===== config.mk =====
export PLATFORM = sky130hd
export DESIGN_NAME = ps2_kbd_ctrl
export DESIGN_NICKNAME = d
export VERILOG_FILES = /design/src/rtl/ps2_kbd_ctrl.sv
export SDC_FILE = /design/constraint.sdc
export NUM_CORES = 1
export LEC_CHECK = 0
export ABC_CLOCK_PERIOD_IN_PS = 7050
export CAP_MARGIN = 20
export CORE_MARGIN = 10
export CORE_UTILIZATION = 50
export DETAILED_ROUTE_END_ITERATION = 6
export GPL_TIMING_DRIVEN = 1
export PLACE_DENSITY = 0.74
export SYNTH_ARGS = -nofsm -noshare
export SYNTH_HDL_FRONTEND = slang
export SYNTH_SLANG_ARGS = --single-unit

===== constraint.sdc =====
create_clock -name clk -period 7.05 [get_ports clk]
set_input_delay 1.7625 -clock clk [delete_from_list [all_inputs] [get_ports clk]]
set_output_delay 1.7625 -clock clk [all_outputs]
set_load 0.005 [all_outputs]

===== src/rtl/ps2_kbd_ctrl.sv =====
// ps2_kbd_ctrl: PS/2 host sequencer (reset + BAT check, LED updates) and receive-stream arbiter.
// Latency: rx_data_ready -> kb_ready 1 cycle; LED change seen in IDLE -> tx_write(ED) 2 cycles.
// Backpressure: tx waits for tx_busy=0; one-byte kb buffer held until kb_read, bytes arriving while full are dropped.
//
// Ports:
//   clk, reset_n                   clock, asynchronous active-low reset
//   led_scroll/led_num/led_caps    requested LED levels (ED argument bits 0/1/2)
//   rx_scan_code, rx_data_ready    received byte from transceiver; rx_read consumes it
//   tx_data, tx_write              byte to send and its start pulse; tx_busy/tx_error from transmitter
//   kb_data, kb_ready, kb_read     forwarded byte buffer toward the scan-code decoder
//   kb_ok, cmd_busy, err           BAT passed, sequence in progress, sticky command failure
module ps2_kbd_ctrl #(
  parameter int ACK_TIMEOUT = 210000,
  parameter int BAT_TIMEOUT = 14000000,
  parameter int MAX_RETRY   = 3
) (
  input  logic       clk,
  input  logic       reset_n,
  input  logic       led_scroll,
  input  logic       led_num,
  input  logic       led_caps,
  input  logic [7:0] rx_scan_code,
  input  logic       rx_data_ready,
  output logic       rx_read,
  output logic [7:0] tx_data,
  output logic       tx_write,
  input  logic       tx_busy,
  input  logic       tx_error,
  output logic [7:0] kb_data,
  output logic       kb_ready,
  input  logic       kb_read,
  output logic       kb_ok,
  output logic       cmd_busy,
  output logic       err
);
  localparam int TMAX = (BAT_TIMEOUT > ACK_TIMEOUT) ? BAT_TIMEOUT : ACK_TIMEOUT;
  localparam int TW   = $clog2(TMAX + 1);
  localparam int RW   = $clog2(MAX_RETRY + 2);
  localparam logic [TW-1:0] ACK_LIM   = TW'(ACK_TIMEOUT);
  localparam logic [TW-1:0] BAT_LIM   = TW'(BAT_TIMEOUT);
  localparam logic [RW-1:0] RETRY_LIM = RW'(MAX_RETRY);

  localparam logic [7:0] CMD_RESET    = 8'hFF;
  localparam logic [7:0] CMD_LEDS     = 8'hED;
  localparam logic [7:0] RSP_ACK      = 8'hFA;
  localparam logic [7:0] RSP_RESEND   = 8'hFE;
  localparam logic [7:0] RSP_BAT_OK   = 8'hAA;
  localparam logic [7:0] RSP_BAT_FAIL = 8'hFC;

  typedef enum logic [2:0] {
    RST_SEND, RST_ACK, RST_BAT, IDLE, LED_CMD, LED_ACK, LED_VAL, LED_VACK
  } state_t;

  state_t        state, state_n;
  logic [TW-1:0] timer, timer_n;
  logic [RW-1:0] retry, retry_n;
  logic [2:0]    led_req, led_sent, led_sent_n, led_arg, led_arg_n;
  logic          led_pending, led_pending_n;
  logic          tx_write_n, kb_ok_n, err_n;
  logic [7:0]    tx_data_n;
  logic          waiting, is_rsp, rx_take, rsp_take, fwd_take;
  logic          got_fa, got_fe, got_aa, got_fc, expired, nack;

  assign led_req  = {led_caps, led_num, led_scroll};
  assign cmd_busy = (state != IDLE);

  // rx_data_ready is ignored in the cycle after rx_read, as the transceiver may not have dropped it yet.
  assign rx_take = rx_data_ready & ~rx_read;
  assign waiting = (state == RST_ACK) | (state == RST_BAT) | (state == LED_ACK) | (state == LED_VACK);
  assign is_rsp  = (rx_scan_code == RSP_ACK) | (rx_scan_code == RSP_RESEND) |
                   (rx_scan_code == RSP_BAT_OK) | (rx_scan_code == RSP_BAT_FAIL);
  // Response codes are swallowed only while a response is expected; otherwise they are keyboard data.
  assign rsp_take = rx_take & waiting & is_rsp;
  assign fwd_take = rx_take & ~(waiting & is_rsp);
  assign got_fa   = rsp_take & (rx_scan_code == RSP_ACK);
  assign got_fe   = rsp_take & (rx_scan_code == RSP_RESEND);
  assign got_aa   = rsp_take & (rx_scan_code == RSP_BAT_OK);
  assign got_fc   = rsp_take & (rx_scan_code == RSP_BAT_FAIL);
  assign expired  = (state == RST_BAT) ? (timer == BAT_LIM) : (timer == ACK_LIM);
  assign nack     = got_fe | tx_error | expired;

  always_comb begin
    state_n       = state;
    timer_n       = '0;
    retry_n       = retry;
    led_sent_n    = led_sent;
    led_arg_n     = led_arg;
    led_pending_n = led_pending;
    tx_write_n    = 1'b0;
    tx_data_n     = tx_data;
    kb_ok_n       = kb_ok;
    err_n         = err;
    case (state)
      RST_SEND: if (!tx_busy) begin
        tx_write_n = 1'b1;
        tx_data_n  = CMD_RESET;
        state_n    = RST_ACK;
      end
      LED_CMD: if (!tx_busy) begin
        tx_write_n = 1'b1;
        tx_data_n  = CMD_LEDS;
        state_n    = LED_ACK;
      end
      LED_VAL: if (!tx_busy) begin
        // Sample the request now so a resend carries the latest LED levels.
        led_arg_n  = led_req;
        tx_write_n = 1'b1;
        tx_data_n  = {5'b0, led_req};
        state_n    = LED_VACK;
      end
      RST_ACK, LED_ACK, LED_VACK: begin
        // An ACK arriving in the expiry cycle takes priority over the timeout.
        if (got_fa) begin
          retry_n = '0;
          if (state == RST_ACK) state_n = RST_BAT;
          else if (state == LED_ACK) state_n = LED_VAL;
          else begin
            led_sent_n    = led_arg;
            led_pending_n = 1'b0;
            state_n       = IDLE;
          end
        end else if (nack) begin
          if (retry < RETRY_LIM) begin
            retry_n = retry + 1'b1;
            state_n = (state == RST_ACK) ? RST_SEND : (state == LED_ACK) ? LED_CMD : LED_VAL;
          end else begin
            // Give up; adopting the request as sent stops IDLE from retrying forever.
            retry_n       = '0;
            err_n         = 1'b1;
            led_pending_n = 1'b0;
            led_sent_n    = led_req;
            state_n       = IDLE;
          end
        end else begin
          timer_n = timer + 1'b1;
        end
      end
      RST_BAT: begin
        if (got_aa) begin
          kb_ok_n = 1'b1;
          state_n = IDLE;
        end else if (got_fc || expired) begin
          err_n   = 1'b1;
          kb_ok_n = 1'b0;
          state_n = IDLE;
        end else begin
          timer_n = timer + 1'b1;
        end
      end
      IDLE: if ((led_pending || (led_req != led_sent)) && !tx_busy) state_n = LED_CMD;
      default: state_n = RST_SEND;
    endcase
  end

  always_ff @(posedge clk or negedge reset_n) begin
    if (!reset_n) begin
      state       <= RST_SEND;
      timer       <= '0;
      retry       <= '0;
      led_sent    <= 3'b000;
      led_arg     <= 3'b000;
      led_pending <= 1'b1;
      tx_write    <= 1'b0;
      tx_data     <= 8'h00;
      kb_ok       <= 1'b0;
      err         <= 1'b0;
    end else begin
      state       <= state_n;
      timer       <= timer_n;
      retry       <= retry_n;
      led_sent    <= led_sent_n;
      led_arg     <= led_arg_n;
      led_pending <= led_pending_n;
      tx_write    <= tx_write_n;
      tx_data     <= tx_data_n;
      kb_ok       <= kb_ok_n;
      err         <= err_n;
    end
  end

  // One-byte forward buffer: a simultaneous kb_read frees the slot for the incoming byte.
  always_ff @(posedge clk or negedge reset_n) begin
    if (!reset_n) begin
      rx_read  <= 1'b0;
      kb_data  <= 8'h00;
      kb_ready <= 1'b0;
    end else begin
      rx_read <= rx_take;
      if (fwd_take && (!kb_ready || kb_read)) begin
        kb_data  <= rx_scan_code;
        kb_ready <= 1'b1;
      end else if (kb_read) begin
        kb_ready <= 1'b0;
      end
    end
  end
endmodule

After elaboration in Yosys (flattened, before gate mapping)
Index checks and enable logic that the tools add are counted.

Word-level logic and storage cells: 136. Register bits: 58. Output and inout port bits: 22. Bits of input ports: 17.

Bitwise gates (word level): 20. Muxes and demuxes: 49. Order comparisons: 1. Equality and inequality tests: 29. Reduce and logical (&&, ||, !) cells: 22. Add/sub/neg operators: 2.

Operators by type and width (count): 24-bit 2-to-1 mux (4); 3-bit 2-to-1 mux (20); 24-bit one-hot mux with 2 select lines (1); 8-bit equality test, second input constant (4); 24-bit by 1-bit adder with 24-bit output, second input constant (1); 24-bit by 18-bit equality test with 1-bit output, second input constant (1); 24-bit equality test, second input constant (1); 8-bit 2-to-1 mux (3); 8-bit one-hot mux with 3 select lines (1); 2-bit inequality test, second input constant (11); 3-bit one-hot mux with 6 select lines (1); 1-bit 2-to-1 mux (17); 3-bit equality test, second input constant (4); 6-bit AND reduction (2); 1-bit bitwise AND (9); 1-bit OR (8); 2-bit nonzero test (4); 3-bit by 2-bit equality test with 1-bit output, second input constant (2); 3-bit by 2-bit inequality test with 1-bit output, second input constant (2); 2-bit AND reduction (3); 3-bit OR reduction (2); 5-bit AND reduction (1); 4-bit AND reduction (1); 3-bit by 1-bit adder with 3-bit output, second input constant (1); other kinds (13) (19).

Longest topological paths before layout
Depth in word-level cells: 12. Depth in mapped cells: 8. Mapped depth without buffers: 7.

Worst setup path after synthesis
OpenSTA, ideal clock, no wires.

Kind: in2reg. Start: input port rx_data_ready. End: register led_sent[0]. Stages on the path: 5. Data required time: 6.923 ns. Path slack: 3.650 ns. Buffers on the path: 0. Arrival time: 3.273 ns. Path through: nor2b_1 -> nand2_1 -> o31a_1 -> a2111oi_4 -> mux2_1.

Cells in the longest elaborated chain, start to end: 8.

RTL lines: from (decl) (line 23) `input logic rx_data_ready,`; 1-bit bitwise AND * (line 68) `assign rx_take = rx_data_ready & ~rx_read;`; 1-bit bitwise AND * (2 in series) (line 73) `assign rsp_take = rx_take & waiting & is_rsp;`; 1-bit bitwise AND (line 76) `assign got_fe = rsp_take & (rx_scan_code == RSP_RESEND);`; 1-bit OR (2 in series) (line 80) `assign nack = got_fe | tx_error | expired;`; 2-bit nonzero test (no line); 5-bit AND reduction (no line); to (signal assigned) (line 171) `led_sent <= led_sent_n;`; to (decl) (line 57) `logic [2:0] led_req, led_sent, led_sent_n, led_arg, led_arg_n;`.

Every way passes the cells marked *; elsewhere a longest branch is shown, timed or not. A chain may end at the register's enable or synchronous reset.

Worst setup path in the final report
Start: input port rx_data_ready. End: register led_sent[0].

Cells in the longest elaborated chain, start to end: 8.

RTL lines: 1-bit bitwise AND * (line 68); named net rx_take (line 61) `logic waiting, is_rsp, rx_take, rsp_take, fwd_take;`; 1-bit bitwise AND * (2 in series) (line 73); 1-bit bitwise AND (line 76); 1-bit OR (2 in series) (line 80); 2-bit nonzero test (no line); 5-bit AND reduction (no line).

Mark *: on every way through the listed nets, which the timed path passes. The rest lies on a longest branch.

==> flow_summary.toml <==
[final_layout]
final_common_cell = "dfrtp_1"
fillers = 474
drive_gt1_share_pct = 10.3
fin_area_um2 = 3410
fin_util_pct = 61.2
fin_cells = 383
layout_common_cells = "dfrtp_1, nor2_1, clkdlybuf4s50_1, xnor2_1, mux2_2"
nets = 330
syn_to_final_growth_pct = 17.8
diodes = 0

[clocking]
cts_tree = "yes"
cts_made_buffers = 5
hold_buffers = 0
clock_latency_ps = 310
clk_path_buf_depth = 2
cts_sinks = 55
cts-resized-gates = 0
root_buffer = "clkbuf_8"
cts.reportedPaths.clkPinSlew_ps = 90
ctsHtreeMaxLevel = 2
postCtsSetupBuffers = 0

[drt]
ant_nets = 0
drc = 0
vias_per_cell = 5.48
via_count = 2098
firstDrtPassIters = 4
wl_um = 6000
drt_iter0_markers = 45
avgRoutedWirePerCell_um = 15.7

[floorplan]
ios = 39
coreArea_um2 = 5570
die_x_um = 96.1
row_count = 27
dieArea_um2 = 9240
start_util_pct = 52.0
die_h_um = 96.1

[logic_synthesis]
syn_inst = 270
synth_area_leader_cell = "dfrtp_1"
netlist_area_um2 = 2900
yosys_warnings = 0
synth_edf_count = 0
yosys.cell_types.count = 58
syn_nets = 290
synth_area_leaders = "dfrtp_1, mux2_2, xnor2_1, nor2_1, xor2_1"
yosys_most_used_dff = "dfrtp_1"
ys_ff_latch = 55
post-synth-top-area-fraction_pct = 46.7
seq_area_frac_synth_pct = 47.6
avgSynthCellArea_um2 = 10.7
async_reset_ff_share_pct = 100

[global_route]
overflow = 0
antenna_found_initial = 0
grt_pass1_wl_um = 10100
grt_max_degree = 56
grtUsageTotal_pct = 13.6
grt_pass1_vias = 2058

[flow_run]
cap_violations = 0

[setup_path]
crit_type = "primary input to register"
worst_ep_required_time_ps = 7240
worstSetupEndpointType = "register"
crit_fanout = 6
worstPathArrival_ps = 3930
cp-start-kind = "primary input"

[pwr]
p_total_mw = 0.962
ir_worst_vdd_mv = 0.165
p_leak_nw = 1.38
power_density_nw_per_um2 = 282

[timing]
fin_crit_ps = 3740
maxSlewHeadroom_pct = 52.9
tightest_slew_ps = 700
setup_ws_ps = 3310
fin_setup_tns_ps = 0
setup_violations = 0
holdWs_ps = 485
fin_crit_sh_pct = 53.1
hold_viol_final = 0
fmax_mhz = 267
grt_setup_unrepaired = "no"
finalMaxSlewViolations = 0
final.setup_skew_ps = 12.5

[placed_design]
place_hpwl_um = 4360
place_area_um2 = 3330
place_congestion = 0.957
dp_worst_setup_slack_ps = 3000
dp.cells = 374
io_buffers = 38

[min_path]
hold_path_class = "register to register"

[status]
status = "complete, no violations"
==> state kept, by name, summed over array words and instances (netlist names) <==
signal       cells
kb_ok            1
err              1
rx_read          1
kb_ready         1
state            3
tx_write         1
led_pending      1
kb_data          8
led_sent         3
retry            3
tx_data          5
timer           24
led_arg          3
==> final timing paths <==
| path | start | endpoint | slack [ps] | depth (start not counted) |
|---|---|---|---|---|
| min in group asynchronous | reset_n | err$_DFFE_PN0P_ | 1570 | 2 |
| max in group asynchronous | reset_n | timer[8]$_DFF_PN0_ | 5020 | 2 |
| setup reg to reg | state[0]$_DFFE_PN0P_ | led_sent[0]$_DFFE_PN0P_ | 4590 | 5 |
| setup / recovery | rx_data_ready | led_sent[0]$_DFFE_PN0P_ | 3310 | 6 |
| hold / removal | led_pending$_DFFE_PN1P_ | led_pending$_DFFE_PN1P_ | 490 | 2 |
| hold reg to reg | led_pending$_DFFE_PN1P_ | led_pending$_DFFE_PN1P_ | 490 | 2 |
==> report_power, final <==
group	internal, mW	total (mW)	switching [mW]
clock network	0.0709	0.167	0.0966
registers	0.380	0.440	0.0594
logic	0.183	0.355	0.171
total	0.634	0.962	0.327
==> layer usage <==
layer  vias up  part of all wire, %  GRT usage [%]  wire length (um)
li1       1057                    -              -                 -
met1       997                   46           17.4              2730
met2        35                   48           21.7              2900
met3         9                  4.7           3.42               282
met4         0                  1.5           5.16                89
met5         -                    0              0                 0
==> cell type report <==
class / count / area (um2) / share of cell area (%)
Multi-Input combinational cell: 200 / 1440 / 42.3
Sequential cell: 55 / 1380 / 40.4
Timing Repair Buffer: 41 / 395 / 11.6
Tap cell: 72 / 90.1 / 2.64
Clock buffer: 8 / 80.1 / 2.35
Inverter: 7 / 26.3 / 0.770
==> worst max-delay path, stage by stage <==
cell,delay (ps)
clkdlybuf4s50_1,450
nor2b_1,300
nand2_1,200
o31a_1,390
a2111oi_4,460
mux2_1,370
==> cells in the mapped netlist, types with 4 or more instances <==
master / count
dfrtp_1: 54
xor2_1: 12
nand3_1: 11
inv_1: 7
nand4_1: 8
and4_1: 5
buf_4: 4
nor2_1: 37
nor4_1: 6
mux2_2: 14
xnor2_1: 16
nor3_1: 8
and3_1: 6
nand2_1: 13
mux2_1: 6
and2_1: 4
==> cells by family after synthesis <==
kind of cell,count (synthesis),share of synthesized area (%)
multiplexers,20,7.78
XOR/XNOR,28,8.47
buffers and inverters,15,2.59
AND/OR/NAND/NOR,117,23.0
flip-flops,55,47.6
AO/OA/AOI/OAI,32,9.33
adder cells (fa/ha/maj),3,1.30
(Power assumes the default switching activity.)
